==> config.mk <==
export PLATFORM = sky130hd
export DESIGN_NAME = row_stream_sequencer
export DESIGN_NICKNAME = d
export VERILOG_FILES = /design/src/rtl/row_stream_sequencer_pkg.sv /design/src/rtl/row_stream_sequencer.sv
export SDC_FILE = /design/constraint.sdc
export NUM_CORES = 1
export LEC_CHECK = 0
export CORE_MARGIN = 4
export CORE_UTILIZATION = 35
export DETAILED_ROUTE_END_ITERATION = 10
export SYNTH_ARGS = -nofsm -noshare
export SYNTH_HDL_FRONTEND = slang
export SYNTH_SLANG_ARGS = --single-unit
==> constraint.sdc <==
create_clock -name clock_i -period 3.7 [get_ports clock_i]
set_clock_uncertainty 0.15 [all_clocks]
set_input_delay 0.37 -clock clock_i [delete_from_list [all_inputs] [get_ports clock_i]]
set_output_delay 0.37 -clock clock_i [all_outputs]
set_load 0.01 [all_outputs]
==> src/rtl/row_stream_sequencer_pkg.sv <==
// -----------------------------------------------------------------------------
// row_stream_sequencer_pkg
// Shared types and default geometry for the input-side row sequencer that feeds
// the first CNN layer.
//   state_t : two-state sequencer FSM (filling a row / presenting a row)
//   row_t   : one image row at the default geometry, [pixel][channel][bits]
// -----------------------------------------------------------------------------
package row_stream_sequencer_pkg;

    localparam int DEFAULT_WIDTH       = 28;
    localparam int DEFAULT_HEIGHT      = 28;
    localparam int DEFAULT_VALUE_BITS  = 8;
    localparam int DEFAULT_IN_CHANNELS = 1;

    typedef enum logic [0:0] {
        ST_FILL    = 1'b0,
        ST_PRESENT = 1'b1
    } state_t;

    typedef logic [DEFAULT_WIDTH-1:0][DEFAULT_IN_CHANNELS-1:0][DEFAULT_VALUE_BITS-1:0] row_t;

endpackage

==> src/rtl/row_stream_sequencer.sv <==
// -----------------------------------------------------------------------------
// row_stream_sequencer
// Unpacks a 32-bit word stream into complete image rows and hands each row to
// the first CNN layer with a valid/accept handshake. Counts rows and frames and
// stalls the word source while a finished row has not yet been taken.
//
// Ports
//   clock_i          : clock, rising edge
//   reset_n_i        : asynchronous active-low reset
//   in_data_i        : packed values, value k at [VALUE_BITS*k +: VALUE_BITS]
//   in_valid_i       : in_data_i valid
//   upstream_stall_o : 1 = word not accepted this cycle
//   flush_i          : synchronous drop of partial row, restart at row 0
//   row_o            : assembled row [pixel][channel][bits]
//   row_valid_o      : row_o holds a complete row
//   row_accept_i     : layer takes the row
//   row_last_o       : row_o is the last row of the image
//   frame_count_o    : images completed, wraps at 2^16
// -----------------------------------------------------------------------------
module row_stream_sequencer
    import row_stream_sequencer_pkg::*;
#(
    parameter int VALUES_PER_WORD = 1,
    parameter int VALUE_BITS      = DEFAULT_VALUE_BITS,
    parameter int WORD_BITS       = 32,
    parameter int WIDTH           = DEFAULT_WIDTH,
    parameter int HEIGHT          = DEFAULT_HEIGHT,
    parameter int IN_CHANNELS     = DEFAULT_IN_CHANNELS
) (
    input  logic                                                clock_i,
    input  logic                                                reset_n_i,
    input  logic [WORD_BITS-1:0]                                in_data_i,
    input  logic                                                in_valid_i,
    output logic                                                upstream_stall_o,
    input  logic                                                flush_i,
    output logic [WIDTH-1:0][IN_CHANNELS-1:0][VALUE_BITS-1:0]   row_o,
    output logic                                                row_valid_o,
    input  logic                                                row_accept_i,
    output logic                                                row_last_o,
    output logic [15:0]                                         frame_count_o
);

    localparam int WORDS_PER_ROW = (WIDTH * IN_CHANNELS) / VALUES_PER_WORD;
    localparam int ROW_BITS      = WIDTH * IN_CHANNELS * VALUE_BITS;
    localparam int WIDX_W        = (WORDS_PER_ROW > 1) ? $clog2(WORDS_PER_ROW) : 1;
    localparam int RIDX_W        = (HEIGHT > 1) ? $clog2(HEIGHT) : 1;

    // Geometry must split into whole words and fit the input word.
    if (((WIDTH * IN_CHANNELS) % VALUES_PER_WORD) != 0) begin : g_chk_div
        $error("WIDTH*IN_CHANNELS must be a multiple of VALUES_PER_WORD");
    end
    if (VALUES_PER_WORD * VALUE_BITS > WORD_BITS) begin : g_chk_word
        $error("VALUES_PER_WORD*VALUE_BITS exceeds WORD_BITS");
    end

    state_t              state_q, state_d;
    logic [WIDX_W-1:0]   word_q,  word_d;
    logic [RIDX_W-1:0]   ridx_q,  ridx_d;
    logic [15:0]         frame_q, frame_d;
    // Flat row storage: value with flat index f (pixel*IN_CHANNELS+channel)
    // lives at bits [f*VALUE_BITS +: VALUE_BITS], matching row_o's packing.
    logic [ROW_BITS-1:0] row_q,   row_d;
    logic                word_take_s;

    // Upper input bits are unused when fewer values than the word holds are packed.
    logic unused_in_s;
    assign unused_in_s = ^in_data_i;

    // A word is taken only while filling; in PRESENT the source holds it.
    assign word_take_s = in_valid_i && (state_q == ST_FILL);

    // Sequencer registers.
    always_ff @(posedge clock_i or negedge reset_n_i) begin
        if (!reset_n_i) begin
            state_q <= ST_FILL;
            word_q  <= {WIDX_W{1'b0}};
            ridx_q  <= {RIDX_W{1'b0}};
            frame_q <= 16'd0;
            row_q   <= {ROW_BITS{1'b0}};
        end else begin
            state_q <= state_d;
            word_q  <= word_d;
            ridx_q  <= ridx_d;
            frame_q <= frame_d;
            row_q   <= row_d;
        end
    end

    // Next-state logic: flush overrides both the word and the row handshake.
    always_comb begin
        state_d = state_q;
        word_d  = word_q;
        ridx_d  = ridx_q;
        frame_d = frame_q;
        row_d   = row_q;
        if (flush_i) begin
            state_d = ST_FILL;
            word_d  = {WIDX_W{1'b0}};
            ridx_d  = {RIDX_W{1'b0}};
        end else begin
            case (state_q)
                ST_FILL: begin
                    if (word_take_s) begin
                        for (int v = 0; v < VALUES_PER_WORD; v++) begin
                            row_d[(int'(word_q) * VALUES_PER_WORD + v) * VALUE_BITS +: VALUE_BITS] =
                                in_data_i[v * VALUE_BITS +: VALUE_BITS];
                        end
                        if (word_q == WIDX_W'(WORDS_PER_ROW - 1)) begin
                            state_d = ST_PRESENT;
                            word_d  = {WIDX_W{1'b0}};
                        end else begin
                            word_d  = word_q + WIDX_W'(1);
                        end
                    end else begin
                        word_d = word_q;
                    end
                end
                ST_PRESENT: begin
                    if (row_accept_i) begin
                        state_d = ST_FILL;
                        if (ridx_q == RIDX_W'(HEIGHT - 1)) begin
                            ridx_d  = {RIDX_W{1'b0}};
                            frame_d = frame_q + 16'd1;
                        end else begin
                            ridx_d  = ridx_q + RIDX_W'(1);
                        end
                    end else begin
                        state_d = ST_PRESENT;
                    end
                end
                default: begin
                    state_d = ST_FILL;
                    word_d  = {WIDX_W{1'b0}};
                end
            endcase
        end
    end

    // Handshake outputs decode directly from the state register, so the stall
    // is already registered and drops only after the row transfer edge.
    assign row_valid_o      = (state_q == ST_PRESENT);
    assign upstream_stall_o = (state_q == ST_PRESENT);
    assign row_last_o       = (state_q == ST_PRESENT) && (ridx_q == RIDX_W'(HEIGHT - 1));
    assign frame_count_o    = frame_q;
    assign row_o            = row_q;

endmodule

## Word level (Yosys, flattened, before mapping)

Cells that the tools add are included.

- Register bits after elaboration: 251
- Input bits: 37
- Logic and storage cells: 39

- Muxes and demuxes: 14
- Reductions and logical operators: 9
- Equality and inequality tests: 3
- Add/subtract/negate cells: 4
- Shifts and indexed selects: 2
- Bitwise logic cells: 2

Operators with widths:

| cell | count |
|---|---|
| 224-bit bitwise mux | 1 |
| 8-bit by 33-bit variable shift with 224-bit output, first input constant | 1 |
| 8-bit by 33-bit variable part select with 224-bit output | 1 |
| 5-bit 2-to-1 mux | 8 |
| 8-bit negator with 33-bit output | 1 |
| 16-bit by 1-bit adder with 16-bit output, second input constant | 1 |
| 5-bit by 1-bit adder with 5-bit output, second input constant | 2 |
| 5-bit == test, second input constant | 2 |
| 2-bit nonzero test | 3 |
| 1-bit 2-to-1 mux | 4 |
| 2-bit AND reduction | 2 |
| 4-bit AND reduction | 1 |
| 3-bit AND reduction | 1 |
| 1-bit logical AND | 2 |
| 2-bit != test, second input constant | 1 |
| 1-bit inverter | 2 |
| 1-bit case mux with 2 select lines | 1 |

## Logic depth before layout (Yosys ltp)

- Depth in word-level cells: 5
- Depth in mapped cells: 12

## Worst setup path after synthesis

No wires, ideal clock.

- Kind: register to register
- Start point: register word_q[0]
- End point: register row_q[88], in the netlist row_o[88]
- Cell stages (with the launch flop): 12
- Path buffers: 2
- Setup time: 0.125 ns
- Arrival time: 2.958 ns
- Path slack: 0.467 ns
- Cell sequence: dfrtp_1 > buf_4 > inv_1 > ha_1 > buf_2 > nor3b_1 > ha_1 > or4b_4 > a211oi_4 > nand2_1 > nor2_4 > mux2_2

- Cells in the longest elaborated chain, start to end: 3
- Elaborated cells between the ends (all ways): 4

RTL lines:

| element | line | text |
|---|---|---|
| from (decl) | row_stream_sequencer.sv:57 | `logic [WIDX_W-1:0] word_q, word_d;` |
| from (signal assigned) | row_stream_sequencer.sv:76 | `word_q <= {WIDX_W{1'b0}};` |
| from (signal assigned) | row_stream_sequencer.sv:82 | `word_q <= word_d;` |
| 8-bit negator with 33-bit output (*) | row_stream_sequencer.sv:106 | `in_data_i[v * VALUE_BITS +: VALUE_BITS];` |
| 8-bit by 33-bit variable part select with 224-bit output / 8-bit by 33-bit variable shift with 224-bit output (equally long branches) | row_stream_sequencer.sv:105 | `row_d[(int'(word_q) * VALUES_PER_WORD + v) * VALUE_BITS +: VALUE_BITS] =` |
| 224-bit bitwise mux (*) | row_stream_sequencer.sv:105 |  |
| to (signal assigned) | row_stream_sequencer.sv:79 | `row_q <= {ROW_BITS{1'b0}};` |
| to (signal assigned) | row_stream_sequencer.sv:85 | `row_q <= row_d;` |
| to (decl) | row_stream_sequencer.sv:62 | `logic [ROW_BITS-1:0] row_q, row_d;` |

Mark *: on every way between the ends. The rest lies on a longest branch, timed or not.
A chain may end at the register's enable or synchronous reset.

## Worst setup path after layout

- Start point: register word_q[1]
- End point: register row_q[151], in the netlist row_o[151]

The elaborated chain is that of the path after synthesis.

==> reports/results.tsv <==
stage	metric	value	unit
clocking	cts_tree	built	
synth	netlist_area	0.0107	mm²
hold_path	hp-class	in2async	
sta	hold_viol_final	0	
clocking	insertion_delay	0.54	ns
die	io_pins	280	
synth	syn_nets	967	
clocking	numCtsBuffers	28	
routing	via_count	8113	
setup_path	start_kind	flop	
global_routing	grt_max_degree	92	
sta	fin_crit_sh	91.7	%
die	die_area	0.0335	mm²
layout	final_area	0.0146	mm²
clocking	cts_resized	0	
synth	synth_top_cell_area_share	58.6	%
setup_path	rrSetupSlack	0.31	ns
synth	ys_async_sr_fraction	100	%
synth	synthCells	925	
setup_path	worst_ep_required_time	3.97	ns
setup_path	setup.worst_path.end	row_o[151]$_DFFE_PN0P_	
placement	routabilityCongestion	0.833	
routing	drt-pass1-iter-count	7	
layout	antenna_cells	0	
routing	first_iter_violations	632	
setup_path	r2r-start	word_q[1]$_DFFE_PN0P_	
synth	syn_area_per_cell	11.6	µm²
job	maxCapViolations	0	
sta	fmax	295	MHz
clocking	clk_pin_slew	0.06	ns
clocking	htree_levels	1	
synth	synth.distinct_cells	60	
setup_path	worst-path-buf-inv	1	
power	p_leak	6.49	nW
setup_path	critPathSlowestCell	or4b_4	
global_routing	grt_antenna_before_repair	0	
setup_path	regToRegEndpoint	row_o[151]$_DFFE_PN0P_	
clocking	cts_root_buf	clkbuf_16	
synth	ys_ff_latch	251	
power	power.density	414	mW/mm²
placement	place_hpwl	24100	µm
routing	via_per_inst	5.09	
layout	nets	1230	
setup_path	cp_slowest_stage_delay	0.57	ns
synth	yosys.area.top_type	dfrtp_1	
setup_path	critPathTopFamily	simple AND/OR/NAND/NOR gates	
die	fp-row-count	63	
synth	synth_top_flop_cell	dfrtp_1	
synth	yosysWarnings	0	
sta	fin_crit	3.39	ns
sta	setup_tns	0	ns
power	power	6.06	mW
placement	port_buffers	255	
setup_path	crit_type	reg2reg	
setup_path	critPathArrivalTime	3.66	ns
clocking	hold_buffers	1	
sta	finalMaxSlewViolations	0	
clocking	clk_path_buf_depth	3	
layout	layout-drive-gt1-share	18.9	%
die	start_util	35.8	%
synth	synth_area_leaders	dfrtp_1 (59%), mux2_2 (14%), nand2_1 (5.3%)	
clocking	postCtsSetupBuffers	0	
setup_path	crit_chain	inv_1 -> ha_1 -> nor3b_1 -> ha_1 -> or4b_4 -> nor2_4 -> nand3b_1 -> nor3_4 -> mux2_2	
global_routing	grt_pass1_wl	52000	µm
setup_path	reg2reg_depth	9	
sta	worst_pin_slew	1.18	ns
outcome	outcome	finished, final reports clean	
die	die_x	183	µm
setup_path	crit_path_frequent_cell	ha_1	
sta	setup-violations-final	0	
die	core_area	0.0300	mm²
sta	slew_headroom	21.3	%
clocking	clock_sinks	251	
synth	yosysSeqAreaShare	58.6	%
sta	rsz0062_at_grt	false	
placement	post_dp_cell_area	0.0138	mm²
setup_path	cp-end-kind	flop	
setup_path	cp_max_fo	9	
setup_path	startpoint	word_q[1]$_DFFE_PN0P_	
global_routing	grt_pass1_vias	8389	
routing	drc	0	
layout	areaGrowthSynthToFinish	36.6	%
routing	postRouteAntennaNets	0	
die	die_h	183	µm
routing	wire_per_inst	21.1	µm
synth	synth_edf_count	0	
routing	drt_wl_total	33600	µm
setup_path	cp_num_cells	9	
global_routing	grt_overflow_total	0	
power	irDropWorstVdd	287	µV
global_routing	grtUsageTotal	19.8	%
[state kept, by name, summed over array words and instances, names as in the netlist]
name           cells
row_valid_o        1
word_q             5
ridx_q             5
frame_count_o     16
row_o            224
[area by class of cell]
class / instances / area [µm²]
Multi-Input combinational cell: 604 / 4140
Tap cell: 390 / 488
Fill cell: 2727 / 15300
Sequential cell: 251 / 6280
Timing Repair Buffer: 281 / 2780
Clock inverter: 7 / 48.8
Inverter: 22 / 82.6
Clock buffer: 38 / 818
[cells in the final DEF (no fill, tap or decap), types with 5 or more instances in the layout]
cell and n:
dfrtp_1 251, nand2_1 150, clkbuf_16 28, nor4_4 5, buf_4 23, and3_1 13
nor2_1 63, inv_1 22, ha_1 5, clkdlybuf4s50_1 254, clkbuf_8 8, clkinv_2 5
mux2_2 130, o21ai_0 57, nand4_1 10, o41ai_1 8, xnor2_1 11, nand3_1 42
a21oi_1 9, o31ai_1 28, mux2i_1 6
[stage by stage]
| stage | hold WS, ns | setup WS [ns] | instances | util (%) |
|---|---|---|---|---|
| floorplan | -0.0756 | 0.467 | 925 | - |
| global placement | 0.247 | 0.358 | 1547 | 45.9 |
| detailed placement | 0.256 | 0.308 | 1547 | 45.9 |
| CTS | 0.257 | 0.292 | 1593 | 48.9 |
| global route | 0.296 | 0.0679 | 1593 | 48.9 |
| finish | 0.231 | 0.308 | 1593 | 48.9 |
[per-layer routing]
metal	vias up	global-route usage, %	part of all wire [%]
met5	-	0	0
met4	0	4.17	1.9
met3	41	6.80	10
met2	315	30.5	45
met1	4007	27.4	43
li1	3750	-	-
[Yosys cell counts (all sizes together), types with 5 or more instances]
cell,count
nand4,11
o31ai,28
xnor2,12
nor3,5
xor2,5
o41ai,8
a21oi,10
mux2i,6
nor4,8
clkbuf,28
o21ai,57
buf,20
inv,22
nor2,69
ha,5
mux2,130
nand2,152
and3,13
nand3,44
dfrtp,251
[how the worst min path moves through the flow]
| stage | cells after the start | slack [ns] | to | from |
|---|---|---|---|---|
| final | 2 | 0.23 | row_o[90]$_DFFE_PN0P_ | reset_n_i |
| after global routing | 2 | 0.30 | row_o[91]$_DFFE_PN0P_ | reset_n_i |
| after CTS | 2 | 0.26 | row_o[90]$_DFFE_PN0P_ | reset_n_i |
| after detailed placement | 1 | 0.26 | row_o[90]$_DFFE_PN0P_ | reset_n_i |
| after global placement | 1 | 0.25 | row_o[90]$_DFFE_PN0P_ | reset_n_i |
| after floorplan | 0 | -0.08 | frame_count_o[0]$_DFFE_PN0P_ | reset_n_i |
[cell families after synthesis]
logic type               Yosys count  synth area share, %
adder cells (fa/ha/maj)            5                0.584
flip-flops                       251                 58.6
AO/OA/AOI/OAI                    115                 6.80
buffers and inverters             70                 2.84
XOR/XNOR                          17                 1.46
multiplexers                     136                 14.2
AND/OR/NAND/NOR                  331                 15.5
[power breakdown]
part | total, mW | internal (mW) | leakage [nW] | switching [mW]
combinational | 0.581 | 0.216 | 2.65 | 0.365
clock | 2.64 | 1.53 | 0.432 | 1.11
sequential | 2.84 | 2.81 | 3.41 | 0.0348
Power figures use the tool's default switching activity.
